File: config.mk
export PLATFORM = sky130hd
export DESIGN_NAME = exp6_exibe_sequencia_flat
export DESIGN_NICKNAME = d
export VERILOG_FILES = /design/src/rtl/exp6_exibe_sequencia_pkg.sv /design/src/rtl/exp6_exibe_sequencia_if.sv /design/src/rtl/exp6_exibe_sequencia_contador_tempo.sv /design/src/rtl/exp6_exibe_sequencia.sv /design/src/flat_wrapper.sv
export SDC_FILE = /design/constraint.sdc
export NUM_CORES = 1
export LEC_CHECK = 0
export ABC_AREA = 0
export CAP_MARGIN = 20
export CORE_ASPECT_RATIO = 0.9
export CORE_UTILIZATION = 42
export DETAILED_ROUTE_END_ITERATION = 16
export GPL_ROUTABILITY_DRIVEN = 1
export MAX_ROUTING_LAYER = met4
export PLACE_DENSITY = 0.68
export SLEW_MARGIN = 0
export SYNTH_ARGS = -nofsm -noshare
export SYNTH_HDL_FRONTEND = slang
export SYNTH_SLANG_ARGS = --single-unit
File: constraint.sdc
create_clock -name clock -period 2 [get_ports clock]
set_clock_uncertainty 0.2 [all_clocks]
set_input_delay 0.4 -clock clock [delete_from_list [all_inputs] [get_ports clock]]
set_output_delay 0.4 -clock clock [all_outputs]
set_load 0.02 [all_outputs]
File: src/rtl/exp6_exibe_sequencia_pkg.sv
// rtl/exp6_exibe_sequencia_pkg.sv - state encodings and default sizes for the sequence replayer
package exp6_pkg;

  localparam int ADDR_W_DEF    = 4;
  localparam int DATA_W_DEF    = 4;
  localparam int T_ACESO_DEF   = 1000;
  localparam int T_APAGADO_DEF = 500;

  // Encodings double as db_estado for the hexa7seg display
  typedef enum logic [3:0] {
    INICIAL = 4'h0,
    LE      = 4'h1,
    ACESO   = 4'h2,
    APAGADO = 4'h3,
    FIM     = 4'hF
  } estado_t;

  function automatic int max_int(input int a, input int b);
    return (a > b) ? a : b;
  endfunction

endpackage

File: src/rtl/exp6_exibe_sequencia_if.sv
// rtl/exp6_exibe_sequencia_if.sv - memory read port shared with the fluxo de dados
interface exp6_exibe_sequencia_if
  import exp6_pkg::*;
#(
  parameter int ADDR_W = ADDR_W_DEF,
  parameter int DATA_W = DATA_W_DEF
);

  logic [ADDR_W-1:0] endereco;
  logic [DATA_W-1:0] dado;

  modport master (output endereco, input dado);
  modport slave  (input endereco, output dado);

endinterface

File: src/rtl/exp6_exibe_sequencia_contador_tempo.sv
// rtl/exp6_exibe_sequencia_contador_tempo.sv - mod-M timer, fim flags the last cycle of a programmable period
module contador_tempo
  import exp6_pkg::*;
#(
  parameter int M = T_ACESO_DEF,
  parameter int W = $clog2(M + 1)
) (
  input  logic         i_clock,
  input  logic         i_reset,
  input  logic         i_zera,
  input  logic         i_conta,
  input  logic [W-1:0] i_limite,
  output logic         o_fim
);

  logic [W-1:0] r_valor;

  // Wraps at M-1 instead of saturating
  always_ff @(posedge i_clock or negedge i_reset) begin
    if (!i_reset) begin
      r_valor <= '0;
    end else if (i_zera) begin
      r_valor <= '0;
    end else if (i_conta) begin
      r_valor <= (r_valor == W'(M - 1)) ? '0 : r_valor + 1'b1;
    end
  end

  assign o_fim = (r_valor == i_limite - 1'b1);

endmodule

File: src/rtl/exp6_exibe_sequencia.sv
// rtl/exp6_exibe_sequencia.sv - replays stored sequence on leds, addresses 0..rodada
// Optional fast level via EXIBE_NIVEL_TEMPO_EN (adds nivel_tempo input).
module exp6_exibe_sequencia
  import exp6_pkg::*;
#(
  parameter int ADDR_W    = ADDR_W_DEF,
  parameter int DATA_W    = DATA_W_DEF,
  parameter int T_ACESO   = T_ACESO_DEF,
  parameter int T_APAGADO = T_APAGADO_DEF
) (
  input  logic                   clock,
  input  logic                   reset,
  input  logic                   iniciar,
  input  logic [ADDR_W-1:0]      rodada,
`ifdef EXIBE_NIVEL_TEMPO_EN
  input  logic                   nivel_tempo,
`endif
  exp6_exibe_sequencia_if.master mem,
  output logic [DATA_W-1:0]      leds,
  output logic                   exibindo,
  output logic                   pronto,
  output logic [3:0]             db_estado
);

  localparam int T_MAX = max_int(T_ACESO, T_APAGADO);
  localparam int TW    = $clog2(T_MAX + 1);

  estado_t           r_estado;
  estado_t           w_estado_prox;
  logic [ADDR_W-1:0] r_endereco;
  logic [ADDR_W-1:0] r_rodada;
  logic [DATA_W-1:0] r_leds;
  logic              w_zera;
  logic              w_conta;
  logic              w_fim;
  logic [TW-1:0]     w_limite;
  logic [TW-1:0]     w_lim_aceso;
  logic [TW-1:0]     w_lim_apagado;
  logic              w_ultimo;

`ifdef EXIBE_NIVEL_TEMPO_EN
  logic r_nivel;

  always_ff @(posedge clock or negedge reset) begin
    if (!reset) begin
      r_nivel <= 1'b0;
    end else if (r_estado == INICIAL && iniciar) begin
      r_nivel <= nivel_tempo;
    end
  end

  assign w_lim_aceso   = r_nivel ? TW'(T_ACESO / 2)   : TW'(T_ACESO);
  assign w_lim_apagado = r_nivel ? TW'(T_APAGADO / 2) : TW'(T_APAGADO);
`else
  assign w_lim_aceso   = TW'(T_ACESO);
  assign w_lim_apagado = TW'(T_APAGADO);
`endif

  assign w_ultimo = (r_endereco == r_rodada);

  contador_tempo #(
    .M (T_MAX),
    .W (TW)
  ) u_contador_tempo (
    .i_clock  (clock),
    .i_reset  (reset),
    .i_zera   (w_zera),
    .i_conta  (w_conta),
    .i_limite (w_limite),
    .o_fim    (w_fim)
  );

  always_ff @(posedge clock or negedge reset) begin
    if (!reset) begin
      r_estado <= INICIAL;
    end else begin
      r_estado <= w_estado_prox;
    end
  end

  // Timer is cleared on every state change, so each state counts from 0
  always_comb begin
    w_estado_prox = r_estado;
    w_zera        = 1'b1;
    w_conta       = 1'b0;
    w_limite      = w_lim_aceso;
    case (r_estado)
      INICIAL: begin
        if (iniciar) w_estado_prox = LE;
      end
      LE: begin
        w_estado_prox = ACESO;
      end
      ACESO: begin
        w_limite = w_lim_aceso;
        if (w_fim) begin
          w_estado_prox = APAGADO;
        end else begin
          w_zera  = 1'b0;
          w_conta = 1'b1;
        end
      end
      APAGADO: begin
        w_limite = w_lim_apagado;
        if (w_fim) begin
          w_estado_prox = w_ultimo ? FIM : LE;
        end else begin
          w_zera  = 1'b0;
          w_conta = 1'b1;
        end
      end
      FIM: begin
        w_estado_prox = INICIAL;
      end
      default: begin
        w_estado_prox = INICIAL;
      end
    endcase
  end

  always_ff @(posedge clock or negedge reset) begin
    if (!reset) begin
      r_endereco <= '0;
      r_rodada   <= '0;
      r_leds     <= '0;
    end else begin
      case (r_estado)
        INICIAL: begin
          if (iniciar) begin
            r_rodada   <= rodada;
            r_endereco <= '0;
          end
        end
        LE: begin
          r_leds <= mem.dado;
        end
        ACESO: begin
          if (w_fim) r_leds <= '0;
        end
        APAGADO: begin
          if (w_fim && !w_ultimo) r_endereco <= r_endereco + 1'b1;
        end
        default: begin
        end
      endcase
    end
  end

  assign mem.endereco = r_endereco;
  assign leds         = r_leds;
  assign exibindo     = (r_estado != INICIAL);
  assign pronto       = (r_estado == FIM);
  assign db_estado    = r_estado;

endmodule

File: src/flat_wrapper.sv
// flat-port wrapper written by rule: the top's interface ports become plain ports
module exp6_exibe_sequencia_flat import exp6_pkg::*;
#(
  parameter int ADDR_W    = ADDR_W_DEF,
  parameter int DATA_W    = DATA_W_DEF,
  parameter int T_ACESO   = T_ACESO_DEF,
  parameter int T_APAGADO = T_APAGADO_DEF
)
  (clock, reset, iniciar, rodada, leds, exibindo, pronto, db_estado, mem_endereco, mem_dado);
  exp6_exibe_sequencia_if #(.ADDR_W(ADDR_W), .DATA_W(DATA_W)) mem_i ();
  input  logic clock;
  input  logic reset;
  input  logic iniciar;
  input  logic [ADDR_W-1:0] rodada;
  output logic [DATA_W-1:0] leds;
  output logic exibindo;
  output logic pronto;
  output logic [3:0] db_estado;
  output wire logic [$bits(mem_i.endereco)-1:0] mem_endereco;
  input wire logic [$bits(mem_i.dado)-1:0] mem_dado;
  assign mem_endereco = mem_i.endereco;
  assign mem_i.dado = mem_dado;
  exp6_exibe_sequencia #(.ADDR_W(ADDR_W), .DATA_W(DATA_W), .T_ACESO(T_ACESO), .T_APAGADO(T_APAGADO)) u_core (.clock(clock), .reset(reset), .iniciar(iniciar), .rodada(rodada), .mem(mem_i), .leds(leds), .exibindo(exibindo), .pronto(pronto), .db_estado(db_estado));
endmodule
==> reports/results.tsv, run 1 <==
stage	metric	value	unit
run_status	status	finished clean	
route	vias	1013	
yosys	synth.distinct_cells	39	
timing	setup_viol	0	
placed_design	numPortBuffers	24	
route	detail_route.first_pass.iterations	5	
yosys	synth_edf_count	0	
finish	layout.cells.most_common	sky130_fd_sc_hd__dfrtp_1	
floorplanning	fp-row-count	18	
finish	fillCellCount	261	
floorplanning	die_area	0.00329	sq mm
timing	slew_headroom	69.2	%
finish	layout_cell_share_with_drive_strength_beyond_1	10.8	%
finish	layout_common_cells	25 x sky130_fd_sc_hd__dfrtp_1, 16 x sky130_fd_sc_hd__nand2_1, 14 x sky130_fd_sc_hd__nor2_1, 14 x sky130_fd_sc_hd__clkdlybuf4s50_1, 10 x sky130_fd_sc_hd__xnor2_1	
yosys	netlist_instances	127	
route	drt_met1_wl	1.16	mm
power	worst_ir_drop_vdd	0.635	mV
finish	final_net_count	171	
critical_path	timing.critical_path.from_type	flip-flop	
timing	tns	0	ps
cts	cts_hold_repair.buffers	0	
cts	insertion_delay	310	ps
placed_design	hpwl	1.80	mm
job	maxCapViolCount	0	
cts	cts_buffers	3	
critical_path	cp_cell_sequence	ha_1, or2b_1, and4bb_2, a21oi_1, mux2_2	
yosys	synth_warnings	0	
critical_path	worstPathArrival	1940	ps
cts	clock_tree.buffer_depth	2	
yosys	synth_fp_nets	140	
route	drc	0	
finish	n_antenna_cell	0	
timing	achievable-frequency	519	MHz
timing	report.final.slew_viol_count	0	
yosys	postSynth.asyncResetShare	100	%
hold_path	worst_hold_path_type	in2async	
finish	p_r_area_growth_vs_syn	24.4	%
critical_path	cpMaxStageDelayCell	sky130_fd_sc_hd__dfrtp_1	
yosys	synth_area_per_cell	10.1	sq um
cts	cts.root.buffer_cell	sky130_fd_sc_hd__clkbuf_4	
critical_path	crit_fanout	4	
floorplanning	core-area	0.00282	sq mm
timing	tightestPinTransition	461	ps
global_route	largest_net_degree_at_the_start_of_global_routing	26	
critical_path	timing_worst_setup_path_type	reg2reg	
cts	post_cts_resize_count	10	
cts	cts_clk_pin_slew_worst_paths	130	ps
global_route	via_count_of_the_first_global_routing_pass	930	
timing	grt_setup_unrepaired	no	
yosys	postSynth.topFlopCell	sky130_fd_sc_hd__dfrtp_1	
yosys	ys_seq_area_share	48.7	%
global_route	grt_overflow_total	0	
global_route	initial_antenna_violation_count	0	
critical_path	cp_slowest_stage_delay	410	ps
route	wirelength	2.44	mm
timing	timing.final.crit_share	96.3	%
timing	final-hold-violation-count	0	
cts	cts_num_sinks	25	
floorplanning	initial_utilization	45.6	%
critical_path	cp_data_required_time	2020	ps
yosys	syn-cell-area	0.00128	sq mm
route	top_routing_layer_in_use	met4	
critical_path	reg2reg_slack	70	ps
critical_path	endpoint_kind	flip-flop	
route	met2WireLength	1.16	mm
route	antenna_left	0	
floorplanning	die_h	54.5	microns
finish	layout.area.seq	626	sq um
power	p_leak	0.000769	uW
timing	timing.hold.ws	226	ps
route	wl_met3	106	microns
route	drt_first_iter_violations	27	
global_route	grt_util_all_layers	17.4	%
yosys	postSynthRegisterBits	25	
placed_design	final_wtd_congestion	0.758	
finish	multi_input_comb_area	608	sq um
floorplanning	design.portCount	25	
cts	cts-htree-levels	1	
global_route	first_pass_grt_wire_length	4.04	mm
floorplanning	chipWidth	60.3	microns
cts	postCtsSetupRepairBufs	0	
route	detail_route.wl_per_cell	12.4	microns
power	power.density_cell_area	1070	mW/mm^2
cts	clock_tree_from_tritoncts	yes	
route	vias_per_cell	5.14	
timing	final.min_clock_period	1930	ps
metrics by stage:
step | instance area (sq um) | setup WS (ps) | utilization, % | total power, uW | cells
finish | 1600 | 73.9 | 56.8 | 1710 | 197
global route | 1600 | 12.8 | 56.8 | 1860 | 197
CTS | 1600 | 17.6 | 56.8 | 1740 | 197
detailed placement | 1580 | 7.38 | 56.2 | 1520 | 193
global placement | 1580 | 59.1 | 56.2 | 1500 | 193
floorplan | 1280 | 222 | - | 1260 | 127
Yosys cell counts (2+ instances only):
| cell | instances | area share, % |
|---|---|---|
| sky130_fd_sc_hd__o21ai_0 | 3 | 1.2 |
| sky130_fd_sc_hd__nand2_1 | 16 | 4.7 |
| sky130_fd_sc_hd__buf_4 | 3 | 1.8 |
| sky130_fd_sc_hd__a22o_1 | 4 | 2.7 |
| sky130_fd_sc_hd__nand4_1 | 2 | 0.97 |
| sky130_fd_sc_hd__nor4_1 | 2 | 0.97 |
| sky130_fd_sc_hd__inv_1 | 2 | 0.58 |
| sky130_fd_sc_hd__o21bai_1 | 2 | 1.2 |
| sky130_fd_sc_hd__ha_1 | 2 | 1.9 |
| sky130_fd_sc_hd__xnor2_1 | 10 | 6.8 |
| sky130_fd_sc_hd__nor3b_1 | 2 | 1.2 |
| sky130_fd_sc_hd__nand3_1 | 5 | 1.9 |
| sky130_fd_sc_hd__nor3_1 | 3 | 1.2 |
| sky130_fd_sc_hd__xor2_1 | 2 | 1.4 |
| sky130_fd_sc_hd__nor2_1 | 14 | 4.1 |
| sky130_fd_sc_hd__nand2b_1 | 2 | 0.97 |
| sky130_fd_sc_hd__buf_6 | 2 | 1.8 |
| sky130_fd_sc_hd__and3_1 | 5 | 2.4 |
| sky130_fd_sc_hd__dfrtp_1 | 25 | 49 |
| sky130_fd_sc_hd__nand3b_1 | 2 | 1.2 |
worst max-delay path, delay by kind of cell, from the launching register on:
kind / cells / cell delay, ps
adders and majority gates: 1 / 210
DFF: 1 / 410
and+or+nand+nor: 2 / 640
AOI/OAI and AO/OA: 1 / 100
muxes: 1 / 270
power breakdown:
group          leakage, uW  switching [uW]  internal (uW)  total (uW)
combinational     0.000440             319            342         661
sequential        0.000315             155            676         831
clock            0.0000150             144           78.0         222
total             0.000769             619           1100        1710
cells by family after synthesis:
logic type	share of synthesized area [%]
flops	48.7
simple gates	25.4
fa+ha+maj	1.95
xor+xnor	8.18
buf+inv	4.09
mux	1.66
compound gates	10.0
sequential cells by signal (all words and copies together), names as in the netlist:
register                         cells
u_core.db_estado                     3
u_core.leds                          4
u_core.r_rodada                      4
u_core.mem.endereco                  4
u_core.u_contador_tempo.r_valor     10
area by class of cell:
cell class | instances | area share (%)
flip-flops and latches | 25 | 39.1
multi-input cells | 95 | 38.0
repair buffers | 31 | 17.6
well taps | 40 | 3.13
clock buffers | 4 | 1.64
inverters | 2 | 0.469
final timing paths:
path	start	endpoint	cells after the start
max	u_core.u_contador_tempo.r_valor[0]	u_core.mem.endereco[0]	5
min	reset	u_core.u_contador_tempo.r_valor[2]	2
max reg2reg	u_core.u_contador_tempo.r_valor[0]	u_core.mem.endereco[0]	5
min reg2reg	u_core.u_contador_tempo.r_valor[0]	u_core.u_contador_tempo.r_valor[0]	1
max in group asynchronous	reset	u_core.u_contador_tempo.r_valor[0]	2
min in group clock	u_core.u_contador_tempo.r_valor[0]	u_core.u_contador_tempo.r_valor[0]	1
routing by layer:
layer	vias up	GRT usage (%)
met1	490	21.4
met2	20	29.1
met3	2	4.96
met4	0	2.71
li1	501	-
met5	-	-
Power figures use the tool's default switching activity.
==> run 2, diff against run 1 <==
- CAP_MARGIN: 20 -> unset
- TNS_END_PERCENT: unset -> 30
==> results of run 2 <==
The final DEF is identical to that of run 1; final timing and power are the same.
==> run 3, diff against run 2 <==
- CTS_BUF_LIST: unset -> sky130_fd_sc_hd__clkbuf_8 sky130_fd_sc_hd__clkbuf_16
==> run 3 against run 2 <==
Hold slack improved by 57 ps. Critical path depth is 4 lower. Setup slack worse by 25 ps. Maximum frequency shrank 1.3%. Clock power up 32%. Combinational power rose by 0.9%. Register-to-register slack barely moved. Sequential share of layout area fell by 0.51 points. Final area grew 1.3%.
==> reports/results.tsv, run 3 (synthesis gave the netlist of run 1 again) <==
stage	metric	value	unit	change
placed_design	hpwl	1.80	mm	unchanged
timing	tightestPinTransition	461	ps	+0.973 ps
power	worst_ir_drop_vdd	0.757	mV	+19%
cts	clock_tree_from_tritoncts	yes		
cts	cts_clk_pin_slew_worst_paths	80	ps	-50 ps
floorplanning	chipWidth	60.3	microns	unchanged
cts	cts_num_sinks	25		unchanged
critical_path	cp_data_required_time	1400	ps	-620 ps
critical_path	cp_cell_sequence	clkdlybuf4s50_1		
cts	cts-htree-levels	1		unchanged
power	p_leak	0.000765	uW	-0.61%
finish	p_r_area_growth_vs_syn	26.1	%	
global_route	first_pass_grt_wire_length	4.12	mm	+2.1%
timing	grt_setup_unrepaired	no		
finish	largest_register_ff_count	10		unchanged
finish	layout.cells.most_common	sky130_fd_sc_hd__dfrtp_1		
route	detail_route.first_pass.iterations	4		-1
route	antenna_left	0		unchanged
timing	report.final.slew_viol_count	0		unchanged
run_status	status	finished clean		
critical_path	cpMaxStageDelayCell	sky130_fd_sc_hd__clkdlybuf4s50_1		
cts	cts.root.buffer_cell	sky130_fd_sc_hd__clkbuf_8		
global_route	grt_overflow_total	0		unchanged
critical_path	endpoint_kind	primary output		
global_route	grt_util_all_layers	18.3	%	+0.90 points
finish	final_net_count	171		unchanged
job	maxCapViolCount	0		unchanged
route	detail_route.wl_per_cell	12.6	microns	+1.7%
critical_path	cpLargestDelayFamily	buffers and inverters		
placed_design	dpl.cell_count	193		unchanged
timing	slew_headroom	69.2	%	about the same
hold_path	worst_hold_path_type	in2async		
route	vias	1000		-1.3%
floorplanning	fp-row-count	18		unchanged
route	drc	0		unchanged
floorplanning	die_area	0.00329	sq mm	unchanged
finish	regMostFlops	u_core.u_contador_tempo.r_valor		
power	power.density_cell_area	1110	mW/mm^2	+3.2%
floorplanning	die_h	54.5	microns	unchanged
finish	n_antenna_cell	0		unchanged
global_route	largest_net_degree_at_the_start_of_global_routing	26		unchanged
floorplanning	design.portCount	25		unchanged
power	power_after_layout	1790	uW	+4.5%
timing	setup_viol	0		unchanged
route	drt_first_iter_violations	23		-15%
critical_path	worstPathArrival	1350	ps	-590 ps
critical_path	timing_worst_setup_path_type	reg2out		
timing	achievable-frequency	513	MHz	-1.3%
finish	layout_cell_share_with_drive_strength_beyond_1	10.2	%	-0.64 points
critical_path	cp.buffers_inverters	1		+1
route	wirelength	2.48	mm	+1.7%
timing	final-hold-violation-count	0		unchanged
placed_design	numPortBuffers	24		unchanged
critical_path	crit_fanout	5		+1
critical_path	timing.critical_path.from_type	flip-flop		
timing	timing.final.crit_share	97.6	%	+1.3 points
global_route	initial_antenna_violation_count	0		unchanged
cts	clock_tree.buffer_depth	2		unchanged
floorplanning	core-area	0.00282	sq mm	unchanged
finish	final-instance-count-excl-fill	197		unchanged
finish	fillCellCount	255		-2.3%
critical_path	cp_slowest_stage_delay	640	ps	+230 ps
cts	cts_buffers	3		unchanged
finish	postLayoutCoreUtil	57.6	%	+0.76 points
placed_design	final_wtd_congestion	0.758		unchanged
timing	final.min_clock_period	1950	ps	+25.0 ps
finish	layout_common_cells	25 x sky130_fd_sc_hd__dfrtp_1, 17 x sky130_fd_sc_hd__clkdlybuf4s50_1, 16 x sky130_fd_sc_hd__nand2_1		
global_route	via_count_of_the_first_global_routing_pass	927		-0.32%
placed_design	preCtsSetupSlack	7.38	ps	unchanged
floorplanning	initial_utilization	45.6	%	unchanged
cts	cts_hold_repair.buffers	0		unchanged
route	vias_per_cell	5.08		-1.3%
timing	tns	0	ps	unchanged
cts	insertion_delay	270	ps	-40 ps
timing	fin_ws	48.8	ps	-25.0 ps
## run 3: cell count changes in the layout (fill, tap and decap cells not counted), sizes merged
cell / before / now
inv: 2 / 3
clkbuf: 5 / 3
clkdlybuf4s50: 14 / 17
clkdlybuf4s15: 1 / 0
dlymetal6s2s: 1 / 0
## run 3: what timing repair did
| item | in CTS | in global routing |
|---|---|---|
| resized for setup | 7 | 1 |
| setup buffers | 0 | 0 |
| endpoints found under the setup margin | 7 | 1 |
## run 3: final timing paths
| path | from | to | slack (ps) | depth (start not counted) |
|---|---|---|---|---|
| setup / recovery | u_core.mem.endereco[1] | mem_endereco[1] | 50 | 1 |
| hold / removal | reset | u_core.u_contador_tempo.r_valor[2] | 280 | 2 |
| setup reg to reg | u_core.u_contador_tempo.r_valor[0] | u_core.mem.endereco[0] | 80 | 5 |
| hold reg to reg | u_core.u_contador_tempo.r_valor[0] | u_core.u_contador_tempo.r_valor[0] | 280 | 1 |
| max in group asynchronous | reset | u_core.u_contador_tempo.r_valor[1] | 1080 | 2 |
| min in group clock | u_core.u_contador_tempo.r_valor[0] | u_core.u_contador_tempo.r_valor[0] | 280 | 1 |
## run 3: metal layers
metal  vias to the layer above  GRT usage [%]  part of all wire (%)
met5                         -              -                     0
met4                         0           7.36                   1.4
met3                         5           4.96                   3.8
met2                        14           29.3                    47
met1                       480           22.0                    48
li1                        501              -                     -
## run 3: report_power, final
| group | switching, uW | internal [uW] |
|---|---|---|
| combinational | 318 | 349 |
| clock | 155 | 138 |
| sequential | 155 | 677 |
## run 3: area by class of cell
cell class	count	area, sq um	area share, %
sequential	25	626	38.6
multi-input combinational	95	608	37.5
timing repair buffer	31	284	17.5
tap	40	50.0	3.09
clock buffer	3	41.3	2.55
inverter	2	7.51	0.463
clock inverter	1	3.75	0.232
## run 3: metrics by stage
stage | hold WS [ps] | cell area (sq um)
after floorplan | -95.6 | 1280
after global placement | 271 | 1580
after detailed placement | 278 | 1580
after CTS | 289 | 1620
after global routing | 298 | 1620
final | 283 | 1620
==> RTL change: new RTL, settings of run 2 <==
Put a register stage on the outputs `exibindo` and `pronto`. The values now appear one clock later. The other outputs are not delayed to match.
--- a/src/rtl/exp6_exibe_sequencia.sv
+++ b/src/rtl/exp6_exibe_sequencia.sv
@@ -148,8 +148,10 @@
 
   assign mem.endereco = r_endereco;
   assign leds         = r_leds;
-  assign exibindo     = (r_estado != INICIAL);
-  assign pronto       = (r_estado == FIM);
+  always_ff @(posedge clock) begin
+    exibindo <= (r_estado != INICIAL);
+    pronto   <= (r_estado == FIM);
+  end
   assign db_estado    = r_estado;
 
 endmodule
Formal check against the unedited RTL: not equivalent (a bounded check fails within 4 cycles, from zero or initial values and one cycle with reset low).
==> RTL change against run 2 <==
Via count shrank 1.7%; sequential cell count increased by 2; synthesized area up 3.1%; wire length rose by 4.8%; total power grew 3.3%; worst setup slack got worse by 0.0015 ns; worst hold slack better by 0.0054 ns; utilization grew 1.2 points; cell area rose by 3.8%; critical path type unchanged.
==> RTL change: results (changes against run 2) <==
cp-endpoint: "u_core.mem.endereco[0]$_DFFE_PN0P_"  # unchanged
synth_fp_nets: 142  # was 140
yosysUniqueCellTypes: 40  # was 39
num-nets-final: 173  # was 171
dpl_worst_slack_ns: 0.06444  # was 0.007385 ns
status: "completed"  # unchanged
timing.final.crit_share_pct: 96.38  # was 96.31%
yosysSeqAreaShare_pct: 50.24  # was 48.69%
grt_pass1_vias: 986  # was 930
r2r_slack_ns: 0.07
diodes: 0  # unchanged
clkTransAtPathRegs_ns: 0.14
synth_compound_area_share_pct: 9.726  # was 10.03%
post_cts_buffers: 0  # unchanged
post_cts_resized: 8  # was 10
firstDrtPassIters: 4  # was 5
grt_pass1_wl_um: 4429  # was 4036 um
fillerInstances: 249  # was 261
p_sw_share_pct: 35.53  # was 36.09%
tightest_slew_ns: 0.4236  # was 0.4605 ns
grt_max_degree: 26  # unchanged
place.gp.congestion: 0.7630  # was 0.7582
routedWlPerCell_um: 12.83  # was 12.37 um
crit_path_max_fanout: 4  # unchanged
ctsRootBufferMaster: "clkbuf_4"  # unchanged
drtIter0Drc: 30  # was 27
largest_register_ffs: 10  # unchanged
muxShareOfSynthArea_pct: 1.605  # was 1.655%
clk_latency_ns: 0.31  # about the same
antenna_found_initial: 0  # unchanged
numPortBuffers: 24  # unchanged
largest-register: "u_core.u_contador_tempo.r_valor"  # unchanged
hpwl_um: 1883  # was 1795 um
htreeDepth: 1  # unchanged
whs_ns: 0.2316  # was 0.2263 ns
synth-adder-area-share_pct: 1.889  # was 1.947%
synth_area_leaders: "dfrtp_1, xnor2_1, nand2_1"  # unchanged
grt_usage_pct: 17.67  # was 17.41%
p_leak_nw: 0.7971  # was 0.7693 nW
ir_worst_vdd_mv: 0.6435  # was 0.6350 mV
drive_gt1_share_pct: 11.95  # was 10.83%
async_flop_share_pct: 92.59  # was 100.0%
avgViaCountPerCell: 5.005  # was 5.142
synth-xor-area-share_pct: 7.932  # was 8.179%
synthFlopType: "dfrtp_1"  # unchanged
==> RTL change: cell type report <==
class,instances,area (um^2),area share (%)
Clock buffer,4,26.28,1.584
Sequential cell,27,668.1,40.27
Inverter,2,7.507,0.4525
Timing Repair Buffer,31,290.3,17.50
Tap cell,40,50.05,3.017
Multi-Input combinational cell,95,616.8,37.18
==> RTL change: power groups by stage <==
stage	registers (mW)	clock network [mW]	logic, mW
floorplan	0.928	0	0.376
global route	0.918	0.258	0.737
CTS	0.888	0.241	0.663
global placement	0.889	0	0.654
finish	0.888	0.229	0.653
detailed placement	0.897	0	0.664
==> RTL change: worst min path at each step <==
stage | start | end
floorplan | reset | u_core.db_estado[0]$_DFFE_PN0P_
global placement | u_core.u_contador_tempo.r_valor[0]$_DFFE_PN0P_ | u_core.u_contador_tempo.r_valor[0]$_DFFE_PN0P_
detailed placement | u_core.leds[2]$_DFFE_PN0P_ | u_core.leds[2]$_DFFE_PN0P_
CTS | reset | u_core.u_contador_tempo.r_valor[9]$_DFFE_PN0P_
global route | reset | u_core.leds[2]$_DFFE_PN0P_
finish | reset | u_core.r_rodada[1]$_DFFE_PN0P_
==> RTL change: kinds of logic (layout without fill, tap and decap cells) <==
family / count (synthesis) / after routing
adders and majority gates: 2 / 2
and+or+nand+nor: 62 / 62
buffers and inverters: 7 / 37
DFF: 27 / 27
xor gates and xnor gates: 12 / 12
AOI/OAI and AO/OA: 17 / 17
muxes: 2 / 2
==> RTL change: metrics by stage <==
step	std cells	setup TNS (ns)	instance area, um^2	util [%]
floorplan	129	0	1325	-
global placement	195	0	1623	56.74
detailed placement	195	0	1623	56.74
CTS	199	-0.001608	1644	57.48
global route	199	-0.01897	1659	58.01
finish	199	0	1659	58.01
==> RTL change: worst max-delay path: stages (launching register included) <==
cell and delay [ns]:
dfrtp_1 0.43, ha_1 0.21, or2b_1 0.27, and4bb_2 0.36, a21oi_1 0.10, mux2_2 0.26
==> RTL change: routing by layer <==
| layer | track usage (%) | vias to the layer above | wire, um |
|---|---|---|---|
| li1 | - | 505 | - |
| met4 | 4.870 | 0 | 15 |
| met2 | 26.24 | 18 | 1209 |
| met5 | - | - | 0 |
| met3 | 2.108 | 2 | 84 |
| met1 | 25.38 | 471 | 1245 |
